--- src/rtl/discrete_gated_tone_mixer.sv ---
// discrete_gated_tone_mixer
// Multi-channel gated square-wave tone generator with per-channel one-pole
// attack/release envelopes, mixed into one signed sample per audio_clk_en tick.
// Optional build macro: DISCRETE_MIX_SATURATE_EN
//   defined   -> mixed sum is clamped to [-32767, +32767] without scaling
//   undefined -> mixed sum is arithmetic-shifted right by clog2(CHANNELS)
module discrete_gated_tone_mixer #(
    parameter int CLOCK_RATE    = 48000000,
    parameter int SAMPLE_RATE   = 48000,
    parameter int CHANNELS      = 2,
    parameter int OUT_WIDTH     = 16,
    parameter int ATTACK_SHIFT  = 6,
    parameter int RELEASE_SHIFT = 8
) (
    input  logic                        clk,
    input  logic                        rst_n,
    input  logic                        audio_clk_en,
    input  logic [CHANNELS-1:0]         gate,
    input  logic [16*CHANNELS-1:0]      freq_inc,
    output logic [CHANNELS-1:0]         active,
    output logic signed [OUT_WIDTH-1:0] out,
    output logic                        out_valid
);

    localparam int          LOG2_CH = $clog2(CHANNELS);
    localparam int          SUM_W   = 17 + LOG2_CH;
    localparam logic [15:0] ENV_MAX = 16'd32767;

    // Parameter sanity: the sample strobe is derived from the system clock.
    if (CHANNELS < 1 || CHANNELS > 8) begin : g_bad_channels
        $error("discrete_gated_tone_mixer: CHANNELS must be 1..8");
    end
    if (SAMPLE_RATE <= 0 || SAMPLE_RATE > CLOCK_RATE) begin : g_bad_rates
        $error("discrete_gated_tone_mixer: SAMPLE_RATE must be 1..CLOCK_RATE");
    end

    typedef enum logic [1:0] {IDLE, ATTACK, HOLD, RELEASE} state_t;

    state_t                  state_q   [CHANNELS];
    state_t                  state_d   [CHANNELS];
    logic [15:0]             env_q     [CHANNELS];
    logic [15:0]             env_d     [CHANNELS];
    logic [15:0]             phase_q   [CHANNELS];
    logic [15:0]             att_step  [CHANNELS];
    logic [15:0]             rel_step  [CHANNELS];
    logic signed [16:0]      sample    [CHANNELS];
    logic signed [SUM_W-1:0] sum_d;
    logic signed [SUM_W-1:0] sum_q;
    logic                    sum_valid;
    logic signed [15:0]      scaled;
    logic signed [OUT_WIDTH-1:0] out_d;

    // Per-channel envelope FSM next state and the pre-update oscillator sample.
    // NOTE: every output of this block gets a value on every path so no latch is inferred.
    always_comb begin
        for (int k = 0; k < CHANNELS; k++) begin
            att_step[k] = (ENV_MAX - env_q[k]) >> ATTACK_SHIFT;
            rel_step[k] = env_q[k] >> RELEASE_SHIFT;
            state_d[k]  = state_q[k];
            env_d[k]    = env_q[k];
            if (gate[k]) begin
                case (state_q[k])
                    HOLD: begin
                        state_d[k] = HOLD;
                        env_d[k]   = ENV_MAX;
                    end
                    default: begin
                        // IDLE, ATTACK and RELEASE all climb from the current env;
                        // a zero step means the curve has converged.
                        if (att_step[k] == 16'd0) begin
                            state_d[k] = HOLD;
                            env_d[k]   = ENV_MAX;
                        end else begin
                            state_d[k] = ATTACK;
                            env_d[k]   = env_q[k] + att_step[k];
                        end
                    end
                endcase
            end else begin
                case (state_q[k])
                    IDLE: begin
                        state_d[k] = IDLE;
                        env_d[k]   = '0;
                    end
                    default: begin
                        if (rel_step[k] == 16'd0) begin
                            state_d[k] = IDLE;
                            env_d[k]   = '0;
                        end else begin
                            state_d[k] = RELEASE;
                            env_d[k]   = env_q[k] - rel_step[k];
                        end
                    end
                endcase
            end
            sample[k] = phase_q[k][15] ? -$signed({1'b0, env_q[k]})
                                       :  $signed({1'b0, env_q[k]});
            active[k] = (state_q[k] != IDLE);
        end
    end

    // Sum of all channel samples at full precision.
    always_comb begin
        sum_d = '0;
        for (int k = 0; k < CHANNELS; k++) begin
            sum_d = sum_d + SUM_W'(sample[k]);
        end
    end

    // Scale the registered sum back to a 16-bit signed sample.
`ifdef DISCRETE_MIX_SATURATE_EN
    localparam logic signed [SUM_W-1:0] POS_LIM = SUM_W'(32767);
    localparam logic signed [SUM_W-1:0] NEG_LIM = -SUM_W'(32767);
    always_comb begin
        if (sum_q > POS_LIM) begin
            scaled = 16'sd32767;
        end else if (sum_q < NEG_LIM) begin
            scaled = -16'sd32767;
        end else begin
            scaled = 16'(sum_q);
        end
    end
`else
    always_comb begin
        scaled = 16'(sum_q >>> LOG2_CH);
    end
`endif

    // Align the 16-bit sample's MSB with the output MSB.
    if (OUT_WIDTH <= 16) begin : g_out_narrow
        always_comb out_d = scaled[15 -: OUT_WIDTH];
    end else begin : g_out_wide
        always_comb out_d = {scaled, (OUT_WIDTH-16)'(0)};
    end

    // Channel state, phase accumulators and the mix register advance on ticks only.
    // NOTE: the per-channel arrays are plain flops, so they are cleared by reset like any other state.
    always_ff @(posedge clk or negedge rst_n) begin
        if (!rst_n) begin
            for (int k = 0; k < CHANNELS; k++) begin
                state_q[k] <= IDLE;
                env_q[k]   <= '0;
                phase_q[k] <= '0;
            end
            sum_q     <= '0;
            sum_valid <= 1'b0;
        end else begin
            // NOTE: non-blocking assignments so every register sees pre-edge values.
            sum_valid <= audio_clk_en;
            if (audio_clk_en) begin
                for (int k = 0; k < CHANNELS; k++) begin
                    state_q[k] <= state_d[k];
                    env_q[k]   <= env_d[k];
                    phase_q[k] <= phase_q[k] + freq_inc[16*k +: 16];
                end
                sum_q <= sum_d;
            end
        end
    end

    // Output stage: present the scaled mix one clk after the tick.
    always_ff @(posedge clk or negedge rst_n) begin
        if (!rst_n) begin
            out       <= '0;
            out_valid <= 1'b0;
        end else begin
            out_valid <= sum_valid;
            if (sum_valid) begin
                out <= out_d;
            end
        end
    end

endmodule

--- config.mk ---
export PLATFORM = sky130hd
export DESIGN_NAME = discrete_gated_tone_mixer
export DESIGN_NICKNAME = d
export VERILOG_FILES = /design/src/rtl/discrete_gated_tone_mixer.sv
export SDC_FILE = /design/constraint.sdc
export NUM_CORES = 1
export LEC_CHECK = 0
export ABC_AREA = 1
export CORE_ASPECT_RATIO = 1.4
export CORE_UTILIZATION = 65
export DETAILED_ROUTE_END_ITERATION = 8
export DONT_BUFFER_PORTS = 1
export HOLD_SLACK_MARGIN = 0.06
export PLACE_DENSITY = 0.8
export SYNTH_ARGS = -nofsm -noshare
export SYNTH_HDL_FRONTEND = slang
export SYNTH_SLANG_ARGS = --single-unit
--- constraint.sdc ---
create_clock -name clk -period 3.2 [get_ports clk]
set_clock_uncertainty 0.1 [all_clocks]
set_input_delay 0.48 -clock clk [delete_from_list [all_inputs] [get_ports clk]]
set_output_delay 0.48 -clock clk [all_outputs]
set_load 0.01 [all_outputs]
# Yosys cells after proc, flatten, opt, wreduce, memory -nomap -nowiden
# Cells that the tools add are included.
word_totals:
  register_bits: 103
  in_bits: 37
  out_inout_bits: 19
  word_cells: 53
op_classes:
  add_sub_neg: 11
  eq_ne: 2
  muxes: 22
  reduce_logical: 8
op_table:
  columns: ["cell", "n"]
  rows:
  - ["16-bit two-way mux", 10]
  - ["16-bit logical NOT", 4]
  - ["17-bit two-way mux", 2]
  - ["16-bit negation with 17-bit output", 2]
  - ["16-bit by 10-bit adder with 16-bit output", 2]
  - ["16-bit adder", 2]
  - ["15-bit by 16-bit subtractor with 16-bit output (first input constant)", 2]
  - ["16-bit by 8-bit subtractor with 16-bit output", 2]
  - ["2-bit two-way mux", 10]
  - ["17-bit adder", 1]
  - ["2-bit equality test (second input constant)", 2]
  - ["2-bit logical NOT", 2]
  - ["2-bit nonzero test", 2]

# Depth between registers and ports, before layout
# Gate-level depths: netlist (run 1).
depth:
  ltp_word: 5
  ltp_mapped: 19
  mapped_depth_nobuf: 19

# Least setup slack after synthesis (run 1)
# No wires, ideal clock.
synth_timing:
  kind: "reg2reg"
  start: "register env_q[17] in the netlist's numbering"
  end: "register sum_q[15]"
  setup_time_ns: 0.118
  arrival_time_ns: 2.470
  required_ns: 2.982
  setup_slack_ns: 0.512
  path_stages_with_launch: 17
  path_buffers: 0
  period_less_slack_ns: 2.688
  cell_sequence: "dfrtp_1 inv_1 ha_1 nand3_1 nor2_1 nor2_1 a21oi_1 o21ai_0 xor2_1 ha_1 inv_1 nor3_1 nand3_1 nand2_1 nand2_1 nand3_1 nand2_1"
synth_between:
  elab_chain_cells: 3
synth_rtl:
  columns: ["item", "line_no", "text"]
  rows:
  - ["start, declared", "41", "logic [15:0] env_q [CHANNELS];"]
  - ["start signal, assigned by index", "153", "env_q[k] <= env_d[k];"]
  - ["16-bit negation with 17-bit output", "96", "sample[k] = phase_q[k][15] ? -$signed({1'b0, env_q[k]})"]
  - ["17-bit two-way mux (*)", "96", null]
  - ["17-bit adder (*)", "106", "sum_d = sum_d + SUM_W'(sample[k]);"]
  - ["end signal, assigned", "156", "sum_q <= sum_d;"]
  - ["end, declared", "48", "logic signed [SUM_W-1:0] sum_q;"]
# Every way passes the cells marked *; elsewhere a longest branch is shown, timed or not.
# A chain may end at the register's enable or synchronous reset.

# Final worst setup path (run 1)
layout_timing:
  start: "register env_q[9] in the netlist's numbering"
  end: "register sum_q[16]"
# The elaborated chain is that of the path after synthesis.

==> results of run 1 <==
[cells by family after synthesis]
| logic type | count (synthesis) | synth area share (%) |
|---|---|---|
| AOI/OAI and AO/OA | 181 | 9.85 |
| xor gates and xnor gates | 55 | 4.81 |
| adders and majority gates | 90 | 11.8 |
| buffers and inverters | 247 | 9.65 |
| DFF | 102 | 25.5 |
| muxes | 16 | 1.80 |
| and+or+nand+nor | 855 | 36.6 |
[synth_stat cells (all sizes together)]
library cell,count,share of area (%)
a31oi,10,0.63
nand3b,11,0.83
a21boi,4,0.30
xor2,42,3.7
ha,83,10
o31ai,2,0.15
nand2,497,19
a21o,3,0.23
dfrtp,102,26
nor3,20,1.2
clkbuf,19,0.71
clkinv,1,0.037
o21ai,68,3.4
and2,5,0.31
buf,17,1.0
mux2,16,1.8
nand3,166,8.6
inv,210,7.9
a21oi,76,3.8
o21a,2,0.15
o21bai,11,0.83
a22oi,5,0.38
or2,13,0.81
nor4,2,0.13
nand4,14,0.88
nor2,127,5.1
fa,7,1.4
xnor2,13,1.1
[area by class of cell]
cell class | instances | area (um^2) | share of cell area [%]
Clock buffer | 9 | 225 | 2.13
Clock inverter | 6 | 47.5 | 0.450
Multi-Input combinational cell | 1197 | 6520 | 61.8
Inverter | 211 | 796 | 7.54
Timing Repair Buffer | 18 | 173 | 1.64
Tap cell | 192 | 240 | 2.28
Sequential cell | 102 | 2550 | 24.2
[worst max-delay path, stage by stage, from the launching register on]
cell and delay, ns:
dfrtp_1 0.44, nor2_1 0.34, nand2_1 0.11, nor4_1 0.34, xor2_1 0.12, a21oi_1 0.39, ha_1 0.35, nand2_1 0.13
inv_1 0.05, nand2_1 0.05, nand2_1 0.04, a21oi_1 0.11, nand2_1 0.08, inv_1 0.05, nand2_1 0.04, nand3_1 0.06
nand2_1 0.05
[repair_timing]
action,in CTS,in global routing
resized for setup,0,14
hold buffers,3,0
setup endpoints to repair,0,8
endpoints found under the hold margin,103,0
[path summary, 6_finish.rpt]
check                        startpoint           to  cells past startpoint
hold reg to reg                sum_q[8]     sum_q[8]                      2
setup reg to reg               env_q[9]    sum_q[16]                     16
max in group asynchronous         rst_n    env_q[17]                      2
min in group asynchronous         rst_n  phase_q[25]                      2
setup / recovery               env_q[9]    sum_q[16]                     16
hold / removal             audio_clk_en     env_q[5]                      1
[state kept, by name, summed over array words and instances (netlist names)]
name	count
sum_valid	1
out_valid	1
phase_q	32
out	16
state_q	4
sum_q	16
env_q	32
[through the flow]
stage               hold slack (ns)  instance area (um^2)
global placement             0.0862                 10200
finish                        0.123                 10600
detailed placement           0.0866                 10200
CTS                           0.114                 10500
floorplan                    0.0844                 10000
global route                  0.109                 10600
[per-layer routing]
metal / vias up / track usage (%) / share of wire, %
li1: 4966 / - / -
met1: 4449 / 40.3 / 41
met2: 306 / 63.2 / 50
met3: 71 / 5.11 / 5.5
met4: 0 / 16.4 / 3.9
met5: - / 0 / 0
==> out/qor.csv, run 1 <==
stage;metric;value;unit
floorplanning;die_y;149;um
floorplanning;die_area;15900;um^2
finish;fillCellCount;1386;
finish;area_growth_syn_to_layout;5.50;%
routing;routed_wl;27000;um
place;io_buffers;0;
sta;finalHoldViolCount;0;
routing;num_vias;9792;
critical_path;cp_max_fo;4;
clock_network;cts_setup_buffers;0;
clock_network;cts.clk_slew.worst_paths;0.07;ns
finish;num_antenna_cells;0;
clock_network;tritoncts;built;
finish;drive_above_1_share;6.22;%
routing;vias_per_cell;5.64;
routing;drtPass1Iterations;6;
sta;drv_slew;0;
finish;instances_no_fill;1735;
place;place_ws;0.174;ns
sta;tightest_slew;0.819;ns
global_routing;grt_overflow_total;0;
clock_network;cts-root-buf;clkbuf_16;
floorplanning;die_w;107;um
floorplanning;initial_core_util;66.5;%
yosys;ys_ff_latch;102;
critical_path;reg2reg_slack;0.24;ns
finish;postLayoutCoreUtil;70.1;%
clock_network;cts_max_level;3;
global_routing;grt_first_pass_wirelength;43600;um
flow_run;drv_cap;0;
yosys;synth_seq_area_share;25.5;%
yosys;ys_warn_count;0;
global_routing;gr-usage-all-layers;35.0;%
sta;grt_setup_unrepaired;yes;
routing;drtIter0Drc;613;
critical_path;start_kind;flop;
place;dp.cells;1717;
finish;mostFrequentLayoutCell;nand2_1;
floorplanning;coreArea;15100;um^2
global_routing;grt_max_degree;103;
sta;finalWorstSetupSlack;0.241;ns
yosys;syn-cell-area;10000;um^2
critical_path;cp.arrival;3.12;ns
clock_network;clk_latency;0.37;ns
place;dp_hpwl;20300;um
finish;layout_common_cells;493 x nand2_1, 201 x inv_1, 161 x nand3_1;
sta;max_slew_margin;45.2;%
routing;drc;0;
sta;min_period_over_period;92.5;%
floorplanning;pin_count;56;
sta;final.setup.tns;0;ns
sta;max_freq;0.338;GHz
routing;ant_nets;0;
routing;wire_per_inst;15.6;um
yosys;synth_nets;1673;
sta;setup_viol;0;
floorplanning;num_rows;53;
outcome;status;completed;
critical_path;crit_path_end_kind;flop;
yosys;avgSynthCellArea;6.47;um^2
finish;nets;1666;
yosys;syn-instance-count;1546;
worst_hold_path;hold_class;primary input to flop;
clock_network;cts.sinks;102;
clock_network;cts_made_buffers;9;
global_routing;antenna_found_initial;0;
critical_path;path_class;flop to flop;
clock_network;clockBufferDepth;2;
sta;period_minus_slack;2.96;ns
global_routing;grt_pass1_vias;9417;
place;gp_congestion;0.958;
critical_path;required;3.36;ns
yosys;synth.distinct_cells;41;
Power of run 1 is left out: the tool's default activity adds up to more than one toggle a clock period on the data nets, which glitch-free logic cannot reach.
==> run 2: changes to the inputs <==
- CELL_PAD_IN_SITES_DETAIL_PLACEMENT: default -> 0
- CELL_PAD_IN_SITES_GLOBAL_PLACEMENT: default -> 1
- CORE_UTILIZATION: 65 -> 42
- PLACE_DENSITY: 0.8 -> 0.76
- clock period: 3.2 -> 2.5 ns (I/O delays scaled with it)
==> out/qor.csv, run 2 (synthesis gave the netlist of run 1 again) <==
stage;metric;value;unit
clock_network;cts_max_level;3;
worst_hold_path;hold_class;primary input to asynchronous set/reset pin;
sta;setup_viol;7;
global_routing;antenna_found_initial;0;
sta;min_period_over_period;103;%
finish;mostFrequentLayoutCell;nand2_1;
clock_network;cts_made_buffers;9;
clock_network;cts.clk_slew.worst_paths;0.08;ns
flow_run;drv_cap;0;
global_routing;grt_pass1_vias;10200;
finish;area_growth_syn_to_layout;23.1;%
finish;nets;1815;
clock_network;clockBufferDepth;2;
place;gp_congestion;0.939;
finish;instances_no_fill;1998;
critical_path;cp.arrival;2.74;ns
finish;postLayoutCoreUtil;52.9;%
finish;drive_above_1_share;18.9;%
place;dp.cells;1951;
routing;ant_nets;0;
sta;drv_slew;0;
place;io_buffers;0;
sta;max_freq;0.388;GHz
floorplanning;die_w;132;um
critical_path;rr_worst_depth;15;
finish;reg_top3;env_q x32, phase_q x32;
sta;period_minus_slack;2.57;ns
clock_network;cts.sinks;102;
critical_path;crit_top_cell;nand2_1;
clock_network;cts-root-buf;clkbuf_16;
clock_network;tritoncts;built;
floorplanning;initial_core_util;43.0;%
finish;layout_common_cells;479 x nand2_1, 191 x inv_1, 155 x nand3_1;
place;place_ws;-0.170;ns
critical_path;critical_path_cell_count;15;
routing;wire_per_inst;16.0;um
routing;drtIter0Drc;561;
critical_path;crit_buf_inv;3;
critical_path;cp_top_family;simple AND/OR/NAND/NOR gates;
critical_path;start_kind;flop;
routing;wl_met3;1100;um
critical_path;path_class;flop to flop;
floorplanning;coreArea;23300;um^2
global_routing;grt_max_degree;103;
place;placed_cell_area;11300;um^2
critical_path;max_stage_delay;0.41;ns
critical_path;required;2.66;ns
routing;num_vias;10300;
floorplanning;pin_count;56;
routing;drc;0;
critical_path;cp_max_fo;3;
routing;top_layer;met4;
sta;max_slew_margin;52.1;%
critical_path;cp_cell_sequence;inv_2, ha_4, nand3_4, nor2_4, nor2_2, buf_4, xor2_1, ha_1, nand2_1, inv_1, a21boi_2, nand2_1, or2_2, nand3_1, nand2_1;
critical_path;crit_path_end_kind;flop;
place;dp_hpwl;24400;um
finish;fillCellCount;2379;
sta;finalHoldViolCount;102;
routing;met1Wirelength;12900;um
global_routing;grt_overflow_total;0;
critical_path;crit_slowest_cell;dfrtp_2;
floorplanning;die_y;185;um
routing;drtPass1Iterations;4;
routing;vias_per_cell;5.15;
finish;num_antenna_cells;0;
global_routing;gr-usage-all-layers;26.5;%
outcome;status;complete, but fails checks;
sta;grt_setup_unrepaired;yes;
finish;fin_area;12300;um^2
floorplanning;die_area;24500;um^2
routing;wl_met2;16700;um
sta;finalWorstSetupSlack;-0.0748;ns
outcome;violations;negative hold slack, negative setup slack;
floorplanning;num_rows;66;
routing;routed_wl;32100;um
sta;worst_hold_slack;-0.408;ns
global_routing;grt_first_pass_wirelength;50800;um
clock_network;clk_latency;0.37;ns
sta;tightest_slew;0.718;ns
run 2: changes by cell type in the layout (fill, tap and decap cells not counted), sizes merged:
| cell | before | now |
|---|---|---|
| clkinv | 1 | 3 |
| buf | 16 | 154 |
| dlygate4sd3 | 2 | 13 |
| inv | 212 | 211 |
| clkinvlp | 4 | 3 |
run 2: repair_timing:
action	4_1_cts	5_1_grt
pin swaps	34	26
buffers inserted	12	6
resized for setup	43	66
endpoints found under the setup margin	10	27
hold endpoints to repair	145	122
gates cloned	0	0
hold buffers	12	2
run 2: cell type report:
cell class                      count  area (um^2)  share of cell area [%]
Multi-Input combinational cell   1197         6980                    56.7
Sequential cell                   102         2560                    20.8
Timing Repair Buffer              167         1330                    10.8
Inverter                          211          796                    6.46
Tap cell                          306          383                    3.11
Clock buffer                        9          225                    1.83
Clock inverter                      6         46.3                   0.376
run 2: through the flow:
| step | setup TNS [ns] | hold slack (ns) |
|---|---|---|
| 6_report | -0.301 | -0.408 |
| 5_1_grt | -2.27 | -0.429 |
| 3_3_place_gp | -0.757 | -0.0185 |
| 3_5_place_dp | -1.10 | -0.0184 |
| 4_1_cts | -0.341 | -0.419 |
| 2_1_floorplan | 0 | -0.0206 |
run 2: worst reg2reg max path: stages (launching register included):
cell	delay (ns)
dfrtp_2	0.41
inv_2	0.09
ha_4	0.15
nand3_4	0.09
nor2_4	0.13
nor2_2	0.06
buf_4	0.13
xor2_1	0.15
ha_1	0.36
nand2_1	0.13
inv_1	0.07
a21boi_2	0.16
nand2_1	0.08
or2_2	0.27
nand3_1	0.07
nand2_1	0.05
run 2: path summary, 6_finish.rpt:
path	from	end	slack (ns)
worst max register to register	env_q[17]	sum_q[10]	-0.07
min in group clk	audio_clk_en	sum_q[16]	0.05
worst min-delay path	rst_n	phase_q[24]	-0.41
worst min register to register	sum_q[5]	sum_q[5]	0.38
worst max-delay path	env_q[17]	sum_q[10]	-0.07
max in group asynchronous	rst_n	out[11]	2.54
run 2: layer usage:
layer / track usage [%] / vias to the layer above
li1: - / 5252
met1: 29.5 / 4747
met2: 50.4 / 210
met3: 3.25 / 79
met4: 10.9 / 0
met5: 0 / -
Power of run 2 is left out for the same reason.
==> run 3: changes to the inputs <==
- CORE_MARGIN: default -> 2
==> out/qor.csv, run 3 (synthesis gave the netlist of run 1 again) <==
stage;metric;value;unit
sta;max_slew_margin;50.7;%
global_routing;antenna_found_initial;0;
finish;area_growth_syn_to_layout;26.2;%
routing;vias_per_cell;5.21;
critical_path;rr_startpoint;env_q[1];
clock_network;cts_max_level;3;
sta;min_period_over_period;107;%
sta;finalHoldViolCount;102;
place;gp_congestion;0.924;
sta;grt_setup_unrepaired;yes;
sta;tightest_slew;0.739;ns
sta;max_freq;0.374;GHz
sta;period_minus_slack;2.67;ns
global_routing;grt_first_pass_wirelength;51100;um
floorplanning;initial_core_util;43.0;%
finish;final-seq-area;2560;um^2
finish;num_antenna_cells;0;
critical_path;cp.arrival;2.84;ns
routing;drtIter0Drc;615;
sta;setup_viol;8;
finish;reg_top3;env_q x32, phase_q x32;
finish;multi_input_area;7140;um^2
sta;drv_slew;0;
worst_hold_path;hold_class;primary input to asynchronous set/reset pin;
global_routing;grt_max_degree;103;
routing;num_vias;10500;
floorplanning;die_y;187;um
place;dp_hpwl;24800;um
finish;postLayoutCoreUtil;54.2;%
critical_path;reg2reg_slack;-0.17;ns
outcome;status;complete, but fails checks;
clock_network;cts.clk_slew.worst_paths;0.08;ns
outcome;violations;negative hold slack, negative setup slack;
finish;nets;1828;
clock_network;cts-root-buf;clkbuf_16;
flow_run;drv_cap;0;
finish;fillCellCount;2329;
critical_path;cp_max_fo;5;
critical_path;crit_path_end_kind;flop;
global_routing;gr-usage-all-layers;25.7;%
critical_path;required;2.67;ns
finish;drive_above_1_share;21.3;%
critical_path;rr_worst_depth;17;
routing;wire_per_inst;16.3;um
clock_network;clockBufferDepth;2;
finish;layout_common_cells;465 x nand2_1, 185 x inv_1, 155 x nand3_1;
clock_network;tritoncts;built;
global_routing;grt_overflow_total;0;
floorplanning;die_w;134;um
finish;mostFrequentLayoutCell;nand2_1;
floorplanning;num_rows;66;
sta;finalWorstSetupSlack;-0.171;ns
routing;routed_wl;32700;um
critical_path;start_kind;flop;
floorplanning;die_area;25100;um^2
routing;drc;0;
routing;drtPass1Iterations;5;
routing;ant_nets;0;
global_routing;grt_pass1_vias;10300;
critical_path;path_class;flop to flop;
clock_network;clk_latency;0.38;ns
place;io_buffers;0;
critical_path;r2r-end;sum_q[16];
clock_network;cts.sinks;102;
floorplanning;coreArea;23300;um^2
floorplanning;pin_count;56;
sta;worst_hold_slack;-0.410;ns
place;place_ws;-0.237;ns
clock_network;cts_made_buffers;9;
==> run 3: what timing repair did <==
action,CTS,global route
pin swaps,34,57
resized for setup,50,118
gates cloned,0,0
hold buffers,15,1
endpoints found under the setup margin,10,31
buffers inserted,14,16
hold endpoints to repair,144,121
==> run 3: area by class of cell <==
type / instances / share of cell area, %
Tap cell: 306 / 3.03
Clock inverter: 6 / 0.416
Multi-Input combinational cell: 1197 / 56.5
Sequential cell: 102 / 20.3
Inverter: 211 / 6.40
Timing Repair Buffer: 180 / 11.6
Clock buffer: 10 / 1.81
==> run 3: worst max-delay path by stage <==
stage	slack (ns)	to	cells past startpoint	start
after floorplan	0.002	sum_q[16]	18	env_q[1]
after global placement	-0.21	sum_q[10]	14	env_q[0]
after detailed placement	-0.24	sum_q[10]	14	env_q[0]
after CTS	-0.09	sum_q[13]	18	env_q[0]
after global routing	-0.38	sum_q[16]	18	env_q[1]
final	-0.17	sum_q[16]	17	env_q[1]
==> run 3: layer usage <==
metal | global-route usage (%) | routed length (um)
met5 | 0 | 0
met1 | 29.3 | 13300
met2 | 48.4 | 17300
met4 | 9.47 | 1080
met3 | 2.96 | 1140
==> run 3: metrics by stage <==
step / cells / TNS [ns] / area (um^2) / hold slack (ns)
after floorplan: 1546 / 0 / 10100 / -0.0206
after global placement: 1951 / -0.957 / 11300 / -0.0181
after detailed placement: 1951 / -1.41 / 11300 / -0.0184
after CTS: 1995 / -0.413 / 12000 / -0.420
after global routing: 2012 / -2.29 / 12600 / -0.421
final: 2012 / -0.695 / 12600 / -0.410
==> run 3: critical path: stages (launching register included) <==
cell	delay [ns]
dfrtp_2	0.41
inv_2	0.07
ha_2	0.20
nand3_4	0.11
nor2_4	0.15
a21oi_1	0.11
xor2_1	0.15
inv_1	0.10
ha_4	0.32
nand2_2	0.10
nor2_1	0.14
inv_2	0.07
nor3_2	0.11
nand2_1	0.10
nand2_2	0.09
nand3_1	0.09
nand3_1	0.09
nand2_1	0.05
Power of run 3 is left out for the same reason.
